`config.mk`:
```
export PLATFORM = sky130hd
export DESIGN_NAME = imem_boot_arb_flat
export DESIGN_NICKNAME = d
export VERILOG_FILES = /design/src/rtl/imem_boot_arb_if.sv /design/src/rtl/imem_boot_arb.sv /design/src/flat_wrapper.sv
export SDC_FILE = /design/constraint.sdc
export NUM_CORES = 1
export LEC_CHECK = 0
export BUFFER_PORTS_ARGS = -buffer_cell sky130_fd_sc_hd__clkbuf_2
export CORE_AREA = 2 2 79 81
export CTS_CLUSTER_SIZE = 30
export DETAILED_ROUTE_END_ITERATION = 8
export DIE_AREA = 0 0 81 83
export PLACE_DENSITY = 0.72
export SKIP_LAST_GASP = 1
export SYNTH_ARGS = -nofsm -noshare
export SYNTH_HDL_FRONTEND = slang
export SYNTH_SLANG_ARGS = --single-unit
```
`constraint.sdc`:
```
create_clock -name clk -period 2 [get_ports clk]
set_input_delay 0.4 -clock clk [delete_from_list [all_inputs] [get_ports clk]]
set_output_delay 0.4 -clock clk [all_outputs]
set_load 0.05 [all_outputs]
```
`src/rtl/imem_boot_arb_if.sv`:
```
// Loader, fetch and memory-port signals of the boot arbiter; slave is the arbiter side,
// master is the loader/fetch/memory environment side.
interface imem_boot_arb_if #(
   parameter int AW = 12
);
   logic          ld_valid;
   logic          ld_ready;
   logic [AW-1:0] ld_addr;
   logic [31:0]   ld_data;
   logic          ld_last;
   logic          f_req;
   logic [31:0]   f_addr;
   logic          f_gnt;
   logic          f_valid;
   logic [31:0]   f_data;
   logic          mem_en;
   logic          mem_we;
   logic [AW-3:0] mem_addr;
   logic [31:0]   mem_wdata;
   logic [31:0]   mem_rdata;
   logic          boot_done;
   logic          err_misalign;
   logic [AW-3:0] ld_count;

   modport slave (
      input  ld_valid, ld_addr, ld_data, ld_last, f_req, f_addr, mem_rdata,
      output ld_ready, f_gnt, f_valid, f_data, mem_en, mem_we, mem_addr, mem_wdata,
             boot_done, err_misalign, ld_count
   );

   modport master (
      output ld_valid, ld_addr, ld_data, ld_last, f_req, f_addr, mem_rdata,
      input  ld_ready, f_gnt, f_valid, f_data, mem_en, mem_we, mem_addr, mem_wdata,
             boot_done, err_misalign, ld_count
   );
endinterface

```
`src/rtl/imem_boot_arb.sv`:
```
// Boot loader / fetch arbiter on one single-port imem: loader writes in BOOT, fetches in RUN, f_valid one cycle after grant.
// No fetch backpressure in RUN (f_gnt=f_req); IMEM_LIVE_PATCH_EN lets the loader write in RUN when no fetch is requested.
module imem_boot_arb #(
   parameter int AW = 12
) (
   input  logic          clk,
   input  logic          rst,
   imem_boot_arb_if.slave bus
);
   typedef enum logic {
      BOOT = 1'b0,
      RUN  = 1'b1
   } state_t;

   state_t        state_q;
   state_t        state_d;
   logic          ld_acc;
   logic          ld_aligned;
   logic          f_aligned;
   logic          f_vld_q;
   logic          err_q;
   logic [AW-3:0] cnt_q;
   logic          unused_f_addr_hi;

   assign ld_aligned       = (bus.ld_addr[1:0] == 2'b00);
   assign f_aligned        = (bus.f_addr[1:0] == 2'b00);
   assign unused_f_addr_hi = ^bus.f_addr[31:AW];

   // Reset low gates every request path so the memory port stays idle during reset.
   always_comb begin
      state_d       = state_q;
      ld_acc        = 1'b0;
      bus.ld_ready  = 1'b0;
      bus.f_gnt     = 1'b0;
      bus.mem_en    = 1'b0;
      bus.mem_we    = 1'b0;
      bus.mem_addr  = bus.ld_addr[AW-1:2];
      bus.mem_wdata = bus.ld_data;
      if (rst) begin
         case (state_q)
            BOOT: begin
               bus.ld_ready = 1'b1;
               ld_acc       = bus.ld_valid;
               if (ld_acc && bus.ld_last) begin
                  state_d = RUN;
               end
            end
            RUN: begin
               bus.f_gnt = bus.f_req;
`ifdef IMEM_LIVE_PATCH_EN
               bus.ld_ready = ~bus.f_req;
               ld_acc       = bus.ld_valid & ~bus.f_req;
`endif
               if (bus.f_req) begin
                  bus.mem_en   = 1'b1;
                  bus.mem_addr = bus.f_addr[AW-1:2];
               end
            end
            default: state_d = BOOT;
         endcase
         // Misaligned loader writes are accepted but never reach the memory.
         if (ld_acc && ld_aligned) begin
            bus.mem_en = 1'b1;
            bus.mem_we = 1'b1;
         end
      end
   end

   always_ff @(posedge clk or negedge rst) begin
      if (!rst) begin
         state_q <= BOOT;
         f_vld_q <= 1'b0;
         err_q   <= 1'b0;
         cnt_q   <= '0;
      end else begin
         state_q <= state_d;
         f_vld_q <= bus.f_gnt;
         if ((ld_acc && !ld_aligned) || (bus.f_gnt && !f_aligned)) begin
            err_q <= 1'b1;
         end
         if (ld_acc && ld_aligned && !(&cnt_q)) begin
            cnt_q <= cnt_q + 1'b1;
         end
      end
   end

   assign bus.f_valid      = f_vld_q;
   assign bus.f_data       = f_vld_q ? bus.mem_rdata : 32'h0;
   assign bus.boot_done    = (state_q == RUN);
   assign bus.err_misalign = err_q;
   assign bus.ld_count     = cnt_q;
endmodule

```
`src/flat_wrapper.sv`:
```
// flat-port wrapper written by rule: the top's interface ports become plain ports
module imem_boot_arb_flat 
#(
   parameter int AW = 12
)
  (clk, rst, bus_ld_valid, bus_ld_addr, bus_ld_data, bus_ld_last, bus_f_req, bus_f_addr, bus_mem_rdata, bus_ld_ready, bus_f_gnt, bus_f_valid, bus_f_data, bus_mem_en, bus_mem_we, bus_mem_addr, bus_mem_wdata, bus_boot_done, bus_err_misalign, bus_ld_count);
  imem_boot_arb_if #(.AW(AW)) bus_i ();
  input  logic clk;
  input  logic rst;
  input wire logic [$bits(bus_i.ld_valid)-1:0] bus_ld_valid;
  input wire logic [$bits(bus_i.ld_addr)-1:0] bus_ld_addr;
  input wire logic [$bits(bus_i.ld_data)-1:0] bus_ld_data;
  input wire logic [$bits(bus_i.ld_last)-1:0] bus_ld_last;
  input wire logic [$bits(bus_i.f_req)-1:0] bus_f_req;
  input wire logic [$bits(bus_i.f_addr)-1:0] bus_f_addr;
  input wire logic [$bits(bus_i.mem_rdata)-1:0] bus_mem_rdata;
  output wire logic [$bits(bus_i.ld_ready)-1:0] bus_ld_ready;
  output wire logic [$bits(bus_i.f_gnt)-1:0] bus_f_gnt;
  output wire logic [$bits(bus_i.f_valid)-1:0] bus_f_valid;
  output wire logic [$bits(bus_i.f_data)-1:0] bus_f_data;
  output wire logic [$bits(bus_i.mem_en)-1:0] bus_mem_en;
  output wire logic [$bits(bus_i.mem_we)-1:0] bus_mem_we;
  output wire logic [$bits(bus_i.mem_addr)-1:0] bus_mem_addr;
  output wire logic [$bits(bus_i.mem_wdata)-1:0] bus_mem_wdata;
  output wire logic [$bits(bus_i.boot_done)-1:0] bus_boot_done;
  output wire logic [$bits(bus_i.err_misalign)-1:0] bus_err_misalign;
  output wire logic [$bits(bus_i.ld_count)-1:0] bus_ld_count;
  assign bus_i.ld_valid = bus_ld_valid;
  assign bus_i.ld_addr = bus_ld_addr;
  assign bus_i.ld_data = bus_ld_data;
  assign bus_i.ld_last = bus_ld_last;
  assign bus_i.f_req = bus_f_req;
  assign bus_i.f_addr = bus_f_addr;
  assign bus_i.mem_rdata = bus_mem_rdata;
  assign bus_ld_ready = bus_i.ld_ready;
  assign bus_f_gnt = bus_i.f_gnt;
  assign bus_f_valid = bus_i.f_valid;
  assign bus_f_data = bus_i.f_data;
  assign bus_mem_en = bus_i.mem_en;
  assign bus_mem_we = bus_i.mem_we;
  assign bus_mem_addr = bus_i.mem_addr;
  assign bus_mem_wdata = bus_i.mem_wdata;
  assign bus_boot_done = bus_i.boot_done;
  assign bus_err_misalign = bus_i.err_misalign;
  assign bus_ld_count = bus_i.ld_count;
  imem_boot_arb #(.AW(AW)) u_core (.clk(clk), .rst(rst), .bus(bus_i));
endmodule
```
==> metrics.md, run 1 <==
| Metric | Value |
|---|---|
| Setup Slack @ Placement | `131 ps` |
| Ranking of synthesized cells by area | `dfrtp_1 (26%), buf_4 (19%), and2_1 (16%)` |
| Number of DRC markers in iteration 0 | `14` |
| Sequential-to-total area share from yosys stat | `26.1%` |
| Fin crit share | `97.0%` |
| Number of max-cap violations | `0` |
| GPL Wtd Cong | `0.777` |
| Clock transition at path regs | `50 ps` |
| Worst hold path class | `in2async` |
| Worst setup EP type | `output port` |
| Final-report hold violation count | `0` |
| Post-synthesis net count | `253` |
| Fin crit period | `1940 ps` |
| Synthesized area per cell | `8.97 um^2` |
| Setup Skew | `1.16 ps` |
| Synth warnings | `0` |
| Initial Util | `21.5%` |
| FMAX | `0.516 GHz` |
| Netlist cell types | `30` |
| WS Path Type | `reg2out` |
| Vias in the first global route | `1,118` |
| Initial antenna violation count | `0` |
| Die Ht | `83 um` |
| Postcts setup bufs | `0` |
| Grt met3 use | `2.39%` |
| Run status | `finished clean` |
| DR WL/cell | `11.8 um` |
| Synth area leader | `dfrtp_1` |
| Asr flop ratio synth | `100%` |
| Worst-path maximum fanout | `12` |
| Die Wd | `81 um` |
| Worst path arrival time | `1540 ps` |
| CTS buffer count | `3` |
| Synth Instances | `139` |
| # clock sinks | `13` |
| RSZ-0062 raised after global routing | `no` |
| Critical path startpoint category | `flip-flop` |
| Pwr dens | `524 nW/um^2` |
| Routed wire length | `3600 um` |
| Top Usage Layer GRT | `met2` |
| Global-route wire length before repair | `5290 um` |
| Rel. slew slack | `76.4%` |
| Synthesized area | `1250 um^2` |
| Final setup viols | `0` |
| Top_reg_cell synth | `dfrtp_1` |
| Site Rows | `28` |
| Post-route ant nets | `0` |
| Clk buf depth | `2` |
| EDFF count, synth | `0` |
| Most common cell after layout, fill and taps aside | `clkbuf_2` |
| Layout area overhead | `42.5%` |
| GRT Util Overall | `9.71%` |
| Core ar. | `5820 um^2` |
| Worst Slack Setup Final | `60.6 ps` |
| Drt drc | `0` |
| Share of cells above drive strength 1 | `63.2%` |
| Detailed Place HPWL | `3130 um` |
| Largest net degree at the start of global routing | `34` |
| Share of the synthesized area in the top cell type | `26.1%` |
| Drt pass-1 iters | `4` |
| Fin Setup TNS | `0 ps` |
| Least-Margin Pin Slew | `351 ps` |
| Root Buffer | `clkbuf_8` |
| Skew-Pair Late Insertion Delay | `240 ps` |
| Max IR drop VDD | `0.000421 V` |
| GRT overflow | `0` |
| Max H-tree Level | `1` |
| Max Slew Vio Count | `0` |
| Seq cells post-synth | `13` |
| Vias per cell | `4.15` |
| DR vias | `1,271` |
| PortBufs | `119` |
| Cell leakage power | `1.01 nW` |
| R2R Setup Slk | `420 ps` |
| CTS tree | `yes` |
| Most frequent cells in the layout | `clkbuf_2 (112), and2_1 (32), dfrtp_1 (12)` |
| Required time of the critical path | `1600 ps` |
| ANT cells | `0` |
| Die ar. | `6720 um^2` |
| Nets | `346` |
| GR Layer Usage met1 | `9.39%` |
| GR Layer Usage met2 | `19.5%` |
| # IOs | `204` |
-- critical path, cell delays in order (launching register included) --
cell and delay (ps):
dfrtp_2 430, nand3_1 90, buf_4 190, mux2_2 350, clkbuf_2 230
-- final timing paths --
check / from / endpoint / cells after the start
hold / removal: rst / u_core.bus.ld_count[8]$_DFFE_PN0P_ / 2
setup / recovery: u_core.bus.boot_done$_DFFE_PN0P_ / bus_mem_addr[3] / 4
hold reg to reg: u_core.bus.err_misalign$_DFFE_PN0P_ / u_core.bus.err_misalign$_DFFE_PN0P_ / 2
setup reg to reg: u_core.bus.boot_done$_DFFE_PN0P_ / u_core.bus.ld_count[5]$_DFFE_PN0P_ / 4
min in group clk: bus_ld_last / u_core.bus.boot_done$_DFFE_PN0P_ / 2
max in group asynchronous: rst / u_core.bus.boot_done$_DFFE_PN0P_ / 2
-- state kept, by name (all words and copies together), names as in the netlist --
register                 cells
u_core.bus.ld_count         10
u_core.bus.boot_done         1
u_core.bus.f_valid           1
u_core.bus.err_misalign      1
-- per-stage QoR --
step / instances / total power [mW] / area [um^2] / hold slack (ps) / utilization, %
6_report: 306 / 0.932 / 1780 / 191 / 30.6
5_1_grt: 306 / 0.978 / 1780 / 215 / 30.6
4_1_cts: 306 / 0.942 / 1780 / 190 / 30.6
3_5_place_dp: 301 / 0.704 / 1720 / 246 / 29.6
3_3_place_gp: 301 / 0.698 / 1720 / 242 / 29.6
2_1_floorplan: 139 / 0.732 / 1260 / 104 / -
-- what timing repair did --
action / 4_1_cts / 5_1_grt
setup endpoints to repair: 0 / 7
gates resized for setup: 0 / 7
hold buffers: 1 / 0
hold endpoints to repair: 3 / 0
-- routing by layer --
metal | vias up | wire length (um)
li1 | 620 | -
met1 | 556 | 1150
met2 | 87 | 1960
met3 | 8 | 436
met4 | 0 | 55
met5 | - | 0
-- layout make-up --
cell class              count  area, um^2
inverters                   1        3.75
clock buffers               4        45.0
repair buffers            125         643
well taps                  75        93.8
fillers                   628        4040
multi-input cells          88         666
flip-flops and latches     13         327
-- power breakdown --
group,switching [mW],internal (mW),total [mW]
Combinational,0.286,0.125,0.411
Sequential,0.0126,0.274,0.286
Clock,0.0939,0.141,0.235
Total,0.393,0.539,0.932
-- logic make-up after synthesis --
group           synth area share, %
mux                            13.8
buf+inv                        21.3
flops                          26.1
fa+ha+maj                      1.00
xor+xnor                      0.702
simple gates                   32.7
compound gates                 4.41
-- synth_stat cells, drive strengths merged (2+ instances only) --
master / n
buf: 34
dfrtp: 13
nor2: 5
mux2: 15
nand4: 2
nand2: 5
a21oi: 4
and2: 32
nor4: 2
and3: 2
nand3: 7
clkbuf: 3
No activity file was read; power rests on OpenSTA's default activity.
==> inputs of run 2 (changes only) <==
--- a/config.mk
+++ b/config.mk
@@ -7,6 +7,7 @@
 export LEC_CHECK = 0
 export BUFFER_PORTS_ARGS = -buffer_cell sky130_fd_sc_hd__clkbuf_2
 export CORE_AREA = 2 2 79 81
+export CTS_BUF_LIST = sky130_fd_sc_hd__clkbuf_8 sky130_fd_sc_hd__clkbuf_16
 export CTS_CLUSTER_SIZE = 30
 export DETAILED_ROUTE_END_ITERATION = 8
 export DIE_AREA = 0 0 81 83
==> metrics.md, run 2 (same netlist as run 1, synthesis figures left out) <==
| Metric | Value |
|---|---|
| Largest net degree at the start of global routing | `34` |
| Vias in the first global route | `1,118` |
| Clock transition at path regs | `50 ps` |
| Least-Margin Pin Slew | `351 ps` |
| GRT overflow | `0` |
| Share of cells above drive strength 1 | `63.2%` |
| GRT Util Overall | `9.71%` |
| Routed wire length | `3600 um` |
| WS Path Type | `reg2out` |
| Cell leakage power | `1.01 nW` |
| Post-route ant nets | `0` |
| Vias per cell | `4.15` |
| Critical path origin | `u_core.bus.boot_done$_DFFE_PN0P_` |
| Max Slew Vio Count | `0` |
| # IOs | `204` |
| Initial antenna violation count | `0` |
| Global-route wire length before repair | `5290 um` |
| GPL Wtd Cong | `0.777` |
| Fin crit period | `1940 ps` |
| Max IR drop VDD | `0.000421 V` |
| Fin Setup TNS | `0 ps` |
| Worst path arrival time | `1540 ps` |
| Combinational power share | `44.3%` |
| Rel. slew slack | `76.4%` |
| Site Rows | `28` |
| Flop pwr share | `30.9%` |
| Final-report hold violation count | `0` |
| Drt pass-1 iters | `4` |
| Most common cell after layout, fill and taps aside | `clkbuf_2` |
| Layout area overhead | `42.5%` |
| Number of DRC markers in iteration 0 | `14` |
| Worst-path maximum fanout | `12` |
| DR WL/cell | `11.8 um` |
| Critical path startpoint category | `flip-flop` |
| Pwr dens | `522 nW/um^2` |
| Fin crit share | `97.0%` |
| RSZ-0062 raised after global routing | `no` |
| CTS tree | `yes` |
| Setup Skew | `0.888 ps` |
| Postcts setup bufs | `0` |
| Die Ht | `83 um` |
| Root Buffer | `clkbuf_8` |
| FMAX | `0.516 GHz` |
| CTS buffer count | `3` |
| Run status | `finished clean` |
| Core ar. | `5820 um^2` |
| DR vias | `1,271` |
| Switching portion of total power | `42.4%` |
| PortBufs | `119` |
| # clock sinks | `13` |
| Clk buf depth | `2` |
| Die ar. | `6720 um^2` |
| Required time of the critical path | `1600 ps` |
| Die Wd | `81 um` |
| Drt drc | `0` |
| Initial Util | `21.5%` |
| Most frequent cells in the layout | `clkbuf_2 (112), and2_1 (32), dfrtp_1 (12)` |
| Number of max-cap violations | `0` |
| Max reg flops | `10` |
| Max H-tree Level | `1` |
| Skew-Pair Late Insertion Delay | `240 ps` |
| Final Hold Slack | `191 ps` |
| Nets | `346` |
| Worst hold path class | `in2async` |
| Pint | `0.534 mW` |
| Part of the power in the clock network | `24.8%` |
| Final setup viols | `0` |
| Worst setup EP type | `output port` |
| Net Sw Power | `0.393 mW` |
| Final Util | `30.6%` |
| Detailed Place HPWL | `3130 um` |
| FF-to-FF Start | `u_core.bus.boot_done$_DFFE_PN0P_` |
| ANT cells | `0` |
run 2: final cells by class:
type	count	area [um^2]
Tap cell	75	93.8
Inverter	1	3.75
Sequential cell	13	327
Multi-Input combinational cell	88	666
Clock buffer	3	41.3
Fill cell	628	4040
Timing Repair Buffer	125	643
Clock inverter	1	3.75
run 2: metrics by stage:
stage	cells	area [um^2]	power, mW	setup slack (ps)
after floorplan	139	1260	0.732	46.4
after global placement	301	1720	0.698	141
after detailed placement	301	1720	0.704	131
after CTS	306	1780	0.938	37.1
after global routing	306	1780	0.973	1.20
final	306	1780	0.927	60.2
run 2: worst paths after layout:
| check | end | slack, ps | depth (start not counted) |
|---|---|---|---|
| worst max register to register | u_core.bus.ld_count[5]$_DFFE_PN0P_ | 420 | 4 |
| max in group asynchronous | u_core.bus.boot_done$_DFFE_PN0P_ | 1230 | 2 |
| worst max-delay path | bus_mem_addr[3] | 60 | 4 |
| min in group clk | u_core.bus.boot_done$_DFFE_PN0P_ | 400 | 2 |
| worst min register to register | u_core.bus.err_misalign$_DFFE_PN0P_ | 470 | 2 |
| worst min-delay path | u_core.bus.ld_count[0]$_DFFE_PN0P_ | 190 | 2 |
run 2: repair_timing:
item | CTS | global route
gates resized for setup | 0 | 7
hold endpoints to repair | 3 | 0
setup endpoints to repair | 0 | 7
hold buffers | 1 | 0
run 2: layer usage:
metal / vias to the layer above / wire length, um / track usage, %
li1: 620 / - / -
met1: 556 / 1150 / 9.39
met2: 87 / 1960 / 19.5
met3: 8 / 436 / 2.39
met4: 0 / 55 / 2.47
met5: - / 0 / 0
run 2: power groups by stage:
stage | logic (mW) | clock network [mW] | registers [mW]
CTS | 0.417 | 0.236 | 0.285
global placement | 0.408 | 0 | 0.290
global route | 0.438 | 0.248 | 0.287
detailed placement | 0.414 | 0 | 0.290
floorplan | 0.406 | 0 | 0.326
finish | 0.411 | 0.230 | 0.286
run 2: worst max-delay path, cell delays in order, from the launching register on:
cell and delay (ps):
dfrtp_2 430, nand3_1 90, buf_4 190, mux2_2 350, clkbuf_2 230
==> inputs of run 3 (changes only) <==
--- a/config.mk
+++ b/config.mk
@@ -11,8 +11,9 @@
 export CTS_CLUSTER_SIZE = 30
 export DETAILED_ROUTE_END_ITERATION = 8
 export DIE_AREA = 0 0 81 83
-export PLACE_DENSITY = 0.72
+export PLACE_DENSITY = 0.75
 export SKIP_LAST_GASP = 1
+export SLEW_MARGIN = 25
 export SYNTH_ARGS = -nofsm -noshare
 export SYNTH_HDL_FRONTEND = slang
 export SYNTH_SLANG_ARGS = --single-unit
==> constraint.sdc (replaced) <==
create_clock -name clk -period 1.7 [get_ports clk]
set_input_delay 0.34 -clock clk [delete_from_list [all_inputs] [get_ports clk]]
set_output_delay 0.34 -clock clk [all_outputs]
set_load 0.05 [all_outputs]
==> metrics.md, run 3 (same netlist as run 1, synthesis figures left out) <==
| Metric | Value |
|---|---|
| Cell leakage power | `1.09 nW` |
| Crit path max-delay cell type | `dfrtp_2` |
| Worst Slack Setup Final | `-49.8 ps` |
| Crit path cell chain | `nand3_4 > buf_12 > mux2_2 > buf_8` |
| Skew-Pair Late Insertion Delay | `240 ps` |
| Initial antenna violation count | `0` |
| PortBufs | `119` |
| Max reg flops | `10` |
| Clock transition at path regs | `60 ps` |
| Least-Margin Pin Slew | `348 ps` |
| Run status | `finished, violations left` |
| Fin crit period | `1750 ps` |
| Vias per cell | `4.14` |
| Worst-path maximum fanout | `10` |
| Root Buffer | `clkbuf_8` |
| R2R Setup Slk | `90 ps` |
| DR WL/cell | `11.3 um` |
| Routed wire length | `3520 um` |
| RSZ-0062 raised after global routing | `yes` |
| Number of fillers in the final layout | `606` |
| Detailed Place HPWL | `2890 um` |
| Drt pass-1 iters | `4` |
| WS Path Type | `reg2out` |
| GRT Util Overall | `9.71%` |
| Final-report hold violation count | `0` |
| Number of max-cap violations | `0` |
| Share of cells above drive strength 1 | `67.5%` |
| # clock sinks | `13` |
| Worst hold path class | `in2async` |
| Fin Setup TNS | `-376 ps` |
| Max IR drop VDD | `0.000489 V` |
| DR vias | `1,293` |
| CP bufs+invs | `2` |
| Most common cell after layout, fill and taps aside | `clkbuf_2` |
| Vias in the first global route | `1,228` |
| Most frequent cells in the layout | `clkbuf_2 (107), and2_1 (32), buf_4 (11)` |
| # IOs | `204` |
| Die Wd | `81 um` |
| Global-route wire length before repair | `5430 um` |
| Max Slew Vio Count | `0` |
| Worst path depth | `4` |
| Max H-tree Level | `1` |
| Critical path startpoint category | `flip-flop` |
| Final Util | `34.1%` |
| Top delay family on crit path | `flip-flops` |
| Failing checks | `negative setup slack` |
| Post-CTS Hold Buffers | `0` |
| Number of DRC markers in iteration 0 | `14` |
| Required time of the critical path | `1360 ps` |
| Clk buf depth | `2` |
| Die Ht | `83 um` |
| GPL Wtd Cong | `0.750` |
| CTS tree | `yes` |
| FMAX | `0.572 GHz` |
| Core ar. | `5820 um^2` |
| Initial Util | `21.5%` |
| Fin crit share | `103%` |
| Pwr dens | `586 nW/um^2` |
| GRT overflow | `0` |
| Rel. slew slack | `76.6%` |
| ANT cells | `0` |
| Setup Skew | `5.98 ps` |
| Worst setup EP type | `output port` |
| Layout area overhead | `59.1%` |
| CP max stage delay | `430 ps` |
| Worst path arrival time | `1410 ps` |
| Largest net degree at the start of global routing | `34` |
| Nets | `352` |
| Die ar. | `6720 um^2` |
| Site Rows | `28` |
| Post-route ant nets | `0` |
| Drt drc | `0` |
| CTS buffer count | `3` |
| R2R cell count | `5` |
| Final setup viols | `9` |
run 3: changes by cell type in the layout (fill, tap and decap cells not counted), sizes merged:
| cell | change |
|---|---|
| clkinv | +1 |
| buf | +10 |
| clkbuf | -3 |
| dlygate4sd3 | -1 |
| inv | -1 |
run 3: worst reg2reg max path: stages (launching register included):
cell and delay [ps]:
dfrtp_2 430, nand3b_4 180, buf_4 170, nor4_4 260, nand3_1 140, mux2_1 320
run 3: worst paths after layout:
check / endpoint / start
max: bus_mem_addr[0] / u_core.bus.boot_done$_DFFE_PN0P_
min: u_core.bus.ld_count[1]$_DFFE_PN0P_ / rst
max reg2reg: u_core.bus.ld_count[7]$_DFFE_PN0P_ / u_core.bus.boot_done$_DFFE_PN0P_
min reg2reg: u_core.bus.ld_count[0]$_DFFE_PN0P_ / u_core.bus.ld_count[0]$_DFFE_PN0P_
max in group asynchronous: u_core.bus.boot_done$_DFFE_PN0P_ / rst
min in group clk: u_core.bus.boot_done$_DFFE_PN0P_ / bus_ld_last
run 3: final cells by class:
cell class	instances	area [um^2]	area share, %
repair buffers	131	821	41.4
multi-input cells	88	691	34.8
flip-flops and latches	13	329	16.6
well taps	75	93.8	4.73
clock buffers	3	41.3	2.08
clock inverters	1	5.00	0.252
inverters	1	3.75	0.189
run 3: per-stage QoR:
stage	power [mW]	setup WS (ps)	instance area [um^2]	std cells	hold WS [ps]
floorplan	0.865	-194	1260	139	44.4
global placement	0.832	51.7	1770	305	315
detailed placement	0.837	42.8	1770	305	315
CTS	1.16	-72.1	1960	311	90.5
global route	1.22	-90.7	1980	312	111
finish	1.16	-49.8	1980	312	89.3
run 3: timing repair:
action                                  in CTS  in global routing
endpoints found under the setup margin      12                 15
setup buffers                                2                  1
gates resized for setup                     26                 13
cloned                                       0                  0
pin swaps                                    2                  3
run 3: metal layers:
metal | wire length, um | global-route usage [%] | up-vias
met5 | 0 | 0 | -
met4 | 20 | 2.16 | 0
met3 | 370 | 1.63 | 6
met2 | 1910 | 19.5 | 84
met1 | 1210 | 9.99 | 575
li1 | - | - | 628
run 3: report_power, final:
group	switching [mW]	internal [mW]
clock network	0.114	0.162
registers	0.0135	0.324
logic	0.349	0.200
total	0.477	0.685
